$ cat src/rtl/bp_fe_ltb_update_queue.sv
// ---------------------------------------------------------------------------
// bp_fe_ltb_update_queue
//
// Purpose:
//   Feeds the loop termination buffer (LTB) write port. Resolved branch
//   updates from the backend redirect path are buffered in a small FIFO and
//   the head entry is offered to the LTB with a valid/yumi handshake. Updates
//   are held back while the LTB is still initialising. If the LTB keeps
//   refusing the head (read/write index conflict), r_hold_o asks fetch to
//   stop issuing LTB reads so the write can get through.
//
// Parameters:
//   vaddr_width_p    branch address width (from the processor configuration)
//   els_p            FIFO depth, power of 2, >= 2
//   starve_cycles_p  consecutive refused cycles before r_hold_o rises, >= 1
//
// Ports:
//   clk_i             clock, rising edge
//   reset_i           asynchronous, active-high reset
//   init_done_i       LTB initialisation complete
//   enq_v_i           backend update valid
//   enq_ready_o       queue can accept an update (not full)
//   enq_mispredict_i  update payload: branch mispredicted
//   enq_taken_i       update payload: branch resolved taken
//   enq_src_addr_i    update payload: branch PC
//   deq_v_o           head entry valid (to LTB w_v_i)
//   deq_mispredict_o  head payload: mispredicted
//   deq_taken_o       head payload: taken
//   deq_src_addr_o    head payload: branch PC
//   deq_yumi_i        LTB consumed the head this cycle
//   count_o           number of buffered entries
//   r_hold_o          request fetch to suppress LTB reads (registered)
//
// Configuration macro:
//   BP_FE_LTB_UPDQ_BYPASS_EN  when defined, an update arriving at an empty
//                             queue is presented on the deq side in the same
//                             cycle; if consumed right away it is never
//                             written into storage.
// ---------------------------------------------------------------------------
module bp_fe_ltb_update_queue #(
  parameter int vaddr_width_p   = 39,
  parameter int els_p           = 4,
  parameter int starve_cycles_p = 8
) (
  input  logic                         clk_i,
  input  logic                         reset_i,
  input  logic                         init_done_i,

  input  logic                         enq_v_i,
  output logic                         enq_ready_o,
  input  logic                         enq_mispredict_i,
  input  logic                         enq_taken_i,
  input  logic [vaddr_width_p-1:0]     enq_src_addr_i,

  output logic                         deq_v_o,
  output logic                         deq_mispredict_o,
  output logic                         deq_taken_o,
  output logic [vaddr_width_p-1:0]     deq_src_addr_o,
  input  logic                         deq_yumi_i,

  output logic [$clog2(els_p+1)-1:0]   count_o,
  output logic                         r_hold_o
);

  localparam int ptr_w_lp   = $clog2(els_p);
  localparam int cnt_w_lp   = $clog2(els_p + 1);
  localparam int stall_w_lp = $clog2(starve_cycles_p + 1);

  localparam logic [cnt_w_lp-1:0]   full_count_lp = cnt_w_lp'(els_p);
  localparam logic [stall_w_lp-1:0] starve_lp     = stall_w_lp'(starve_cycles_p);

  typedef struct packed {
    logic                     mispredict;
    logic                     taken;
    logic [vaddr_width_p-1:0] src_addr;
  } entry_s;

  typedef enum logic [1:0] {
    e_idle,
    e_wait,
    e_starve
  } state_e;

  entry_s                mem [els_p];
  entry_s                enq_entry;
  entry_s                head_entry;
  logic [ptr_w_lp-1:0]   rptr;
  logic [ptr_w_lp-1:0]   wptr;
  logic [cnt_w_lp-1:0]   count_r;
  logic                  empty;
  logic                  bypass;
  logic                  mem_write;
  logic                  mem_read;
  logic                  stall;

  state_e                state;
  logic [stall_w_lp-1:0] stall_cnt;
  logic [stall_w_lp-1:0] stall_cnt_inc;

  assign enq_entry = '{mispredict: enq_mispredict_i,
                       taken:      enq_taken_i,
                       src_addr:   enq_src_addr_i};

  assign empty       = (count_r == '0);
  assign enq_ready_o = (count_r != full_count_lp);
  assign count_o     = count_r;

`ifdef BP_FE_LTB_UPDQ_BYPASS_EN
  // An update arriving at an empty queue is visible to the LTB immediately.
  assign bypass = empty & enq_v_i & init_done_i;
`else
  assign bypass = 1'b0;
`endif

  assign deq_v_o    = (~empty & init_done_i) | bypass;
  assign head_entry = bypass ? enq_entry : mem[rptr];

  assign deq_mispredict_o = head_entry.mispredict;
  assign deq_taken_o      = head_entry.taken;
  assign deq_src_addr_o   = head_entry.src_addr;

  // A bypassed update consumed in its arrival cycle never touches storage.
  assign mem_write = enq_v_i & enq_ready_o & ~(bypass & deq_yumi_i);
  assign mem_read  = deq_yumi_i & ~empty & init_done_i;

  assign stall         = deq_v_o & ~deq_yumi_i;
  assign stall_cnt_inc = stall_cnt + stall_w_lp'(1);

  // NOTE: payload storage has no reset; the pointers and count alone decide
  // which entries are meaningful, so resetting the array would only add
  // reset fan-out.
  always_ff @(posedge clk_i) begin
    if (mem_write) begin
      mem[wptr] <= enq_entry;
    end
  end

  // NOTE: all state updates use non-blocking assignments so every register
  // samples pre-edge values regardless of statement order.
  always_ff @(posedge clk_i or posedge reset_i) begin
    if (reset_i) begin
      rptr    <= '0;
      wptr    <= '0;
      count_r <= '0;
    end else begin
      if (mem_write) wptr <= wptr + ptr_w_lp'(1);
      if (mem_read)  rptr <= rptr + ptr_w_lp'(1);
      case ({mem_write, mem_read})
        2'b10:   count_r <= count_r + cnt_w_lp'(1);
        2'b01:   count_r <= count_r - cnt_w_lp'(1);
        default: count_r <= count_r;
      endcase
    end
  end

  // Starvation tracker. stall_cnt holds the number of consecutive stalled
  // cycles seen so far; the transition to e_starve happens on the cycle that
  // completes starve_cycles_p of them, so r_hold_o is high from the next one.
  always_ff @(posedge clk_i or posedge reset_i) begin
    if (reset_i) begin
      state     <= e_idle;
      stall_cnt <= '0;
      r_hold_o  <= 1'b0;
    end else if (!init_done_i) begin
      state     <= e_idle;
      stall_cnt <= '0;
      r_hold_o  <= 1'b0;
    end else begin
      case (state)
        e_idle, e_wait: begin
          if (stall) begin
            if (stall_cnt_inc == starve_lp) begin
              state    <= e_starve;
              r_hold_o <= 1'b1;
            end else begin
              state    <= e_wait;
            end
            stall_cnt <= stall_cnt_inc;
          end else begin
            state     <= e_idle;
            stall_cnt <= '0;
            r_hold_o  <= 1'b0;
          end
        end
        e_starve: begin
          if (!stall) begin
            state     <= e_idle;
            stall_cnt <= '0;
            r_hold_o  <= 1'b0;
          end
        end
        default: begin
          state     <= e_idle;
          stall_cnt <= '0;
          r_hold_o  <= 1'b0;
        end
      endcase
    end
  end

  // The LTB may only consume an entry that is being offered.
  yumi_needs_valid: assert property (
    @(posedge clk_i) disable iff (reset_i) deq_yumi_i |-> deq_v_o
  );

endmodule

$ cat config.mk
export PLATFORM = sky130hd
export DESIGN_NAME = bp_fe_ltb_update_queue
export DESIGN_NICKNAME = d
export VERILOG_FILES = /design/src/rtl/bp_fe_ltb_update_queue.sv
export SDC_FILE = /design/constraint.sdc
export NUM_CORES = 1
export LEC_CHECK = 0
export CORE_UTILIZATION = 35
export DETAILED_ROUTE_END_ITERATION = 16
export PLACE_DENSITY_LB_ADDON = 0.12
export SYNTH_ARGS = -nofsm -noshare
export SYNTH_HDL_FRONTEND = slang
export SYNTH_SLANG_ARGS = --single-unit
$ cat constraint.sdc
create_clock -name clk_i -period 2.9 [get_ports clk_i]
set_input_delay 0.58 -clock clk_i [delete_from_list [all_inputs] [get_ports clk_i]]
set_output_delay 0.58 -clock clk_i [all_outputs]
set_load 0.02 [all_outputs]
==> results.ini <==
[die]
coreArea_mm2=0.0187
die_h_um=140
floorplan.initialDensity_pct=35.8
placementRows=50
die_area_mm2=0.0197
die_x_um=140
ios=93

[clocking]
postCtsHoldBufs=0
clock_latency_ns=0.42
cts_tree=done
htreeDepth=4
clk_path_buf_depth=2
cts_made_buffers=17
ctsRootBufferMaster=clkbuf_16
cts.clk_slew.worst_paths_ns=0.07
clkSinkCount=178

[status]
outcome=finished clean

[cells_and_area]
stdcell_area_mm2=0.00872
diodes=0
final_common_cell=edfxtp_1
area_growth_pct=30.3
drive_gt1_share_pct=23.9
final_cells=656
final_cell_mix=edfxtp_1 (164), clkdlybuf4s50_1 (86), mux4_2 (41)
finalNetCount=462

[run]
drv_cap=0

[worst_setup_path]
setup.worst_path.end_class=primary output
crit_arrival_ns=2.25
cp-startpoint=rptr[0]$_DFFE_PP0P_
required_ns=2.32
rr_worst_depth=9
endpoint=deq_src_addr_o[16]
worstPathMaxFanout=9
cp-start-kind=flop
r2r_end=count_o[2]$_DFFE_PP0P_
reg2reg_setup_slack_ns=0.68
critPathKind=flop to primary output
r2r_start=count_o[0]$_DFFE_PP0P_

[sta]
slew_headroom_pct=62.1
fin_crit_ns=2.83
slew_viol_final=0
tightest_slew_ns=0.568
setup_viol=0
final.period_utilization_pct=97.6
tns_ns=0
skew_ns=0.00937
hold_ws_ns=0.510
max_freq_ghz=0.353
hold_viol_final=0

[grt]
grt_max_degree=39
grt.total_usage_pct=14.0
gr-total-overflow=0
grt_pass1_wl_um=20000
antenna_found_initial=1
grt_pass1_vias=3502

[synth]
synth_edf_count=164
ys_ff_latch=178
syn_area_mm2=0.00669
synth_ff_type=edfxtp_1
ys_seq_area_share_pct=78.9
synthArstFlopShare_pct=7.87
syn_inst=291
yosys_warnings=0
synthesis.nets=344
syn_area_per_cell_um2=23.0
ys_types=32

[route]
vias=3195
drt_iter0_drc=143
final_antenna_net_count=0
wl_per_cell_um=19.5
drc=0
wirelength_um=12800
dr.pass1.iters=4
vias_per_cell=4.87

[placed_design]
hpwlAfterDp_um=7860
dp.cells=619
gp_congestion=0.691
place_area_mm2=0.00805
numPortBuffers=92

[worst_hold_path]
hold_path.class=input port to async pin

[pwr]
p_leak_nw=2.97
p_total_mw=9.14
powerDensity_mw_per_mm2=1050
irDropWorstVdd_v=0.000467

[layer usage]
metal / vias up / wire length, um / GRT usage (%)
li1: 1438 / - / -
met1: 1681 / 5760 / 17.8
met2: 68 / 6330 / 22.6
met3: 8 / 576 / 4.72
met4: 0 / 106 / 4.34
met5: - / 0 / 0
[metrics by stage]
stage | util, % | worst slack, ns
after floorplan | - | 0.669
after global placement | 43.0 | 0.319
after detailed placement | 43.0 | 0.337
after CTS | 46.4 | 0.00150
after global routing | 46.6 | -0.00629
final | 46.6 | 0.0708
[state kept, by name, summed over array words and instances, names as in the netlist]
register   cells
r_hold_o       1
wptr           2
state          2
rptr           2
count_o        3
stall_cnt      4
mem          164
[area by class of cell]
class                   instances  area [um2]
clock inverters                15         180
inverters                       9        33.8
flip-flops and latches        178        5280
repair buffers                110        1180
fillers                      1582        9990
multi-input cells              93        1320
clock buffers                  17         425
well taps                     234         293
[worst min path at each step]
stage | from | to | slack [ns] | cells past startpoint
2_1_floorplan | reset_i | count_o[0]$_DFFE_PP0P_ | 0.47 | 1
3_3_place_gp | count_o[2]$_DFFE_PP0P_ | count_o[2]$_DFFE_PP0P_ | 0.52 | 1
3_5_place_dp | count_o[2]$_DFFE_PP0P_ | count_o[2]$_DFFE_PP0P_ | 0.53 | 1
4_1_cts | reset_i | count_o[0]$_DFFE_PP0P_ | 0.53 | 2
5_1_grt | reset_i | count_o[0]$_DFFE_PP0P_ | 0.57 | 2
6_report | reset_i | count_o[0]$_DFFE_PP0P_ | 0.51 | 2
[what timing repair did]
item | in CTS | in global routing
gates resized for setup | 0 | 6
setup endpoints to repair | 32 | 21
setup buffers | 2 | 3
[cells in the mapped netlist, drive strengths merged (2+ instances only)]
cell type  count  area (um2)
a21oi          6        30.0
and2           2        15.0
and3           4        30.0
buf            7        42.5
clkbuf         4        15.0
dfrtp         14         350
edfxtp       164        4920
ha             6        75.1
inv            9        33.8
mux4          41         923
nand2          5        18.8
nand3          2        10.0
nor2           5        18.8
xnor2          3        26.3
xor2           4        35.0
[critical path, stage by stage (launching register included)]
cell and delay (ns):
dfrtp_4 0.56, buf_12 0.18, mux4_2 0.50, clkdlybuf4s50_1 0.58
[power breakdown]
group / total, mW / switching, mW / internal [mW]
logic: 3.25 / 1.58 / 1.67
registers: 3.57 / 0.190 / 3.38
clock network: 2.33 / 0.965 / 1.36
[cells by family (layout without fill, tap and decap cells)]
| kind of cell | count (synthesis) | after routing | share of synthesized area [%] |
|---|---|---|---|
| compound gates | 12 | 12 | 1.14 |
| xor+xnor | 7 | 7 | 0.917 |
| fa+ha+maj | 7 | 7 | 1.42 |
| buf+inv | 20 | 151 | 1.37 |
| flops | 178 | 178 | 78.9 |
| mux | 43 | 43 | 14.2 |
| simple gates | 24 | 24 | 2.11 |
No activity file was read; power rests on OpenSTA's default activity.
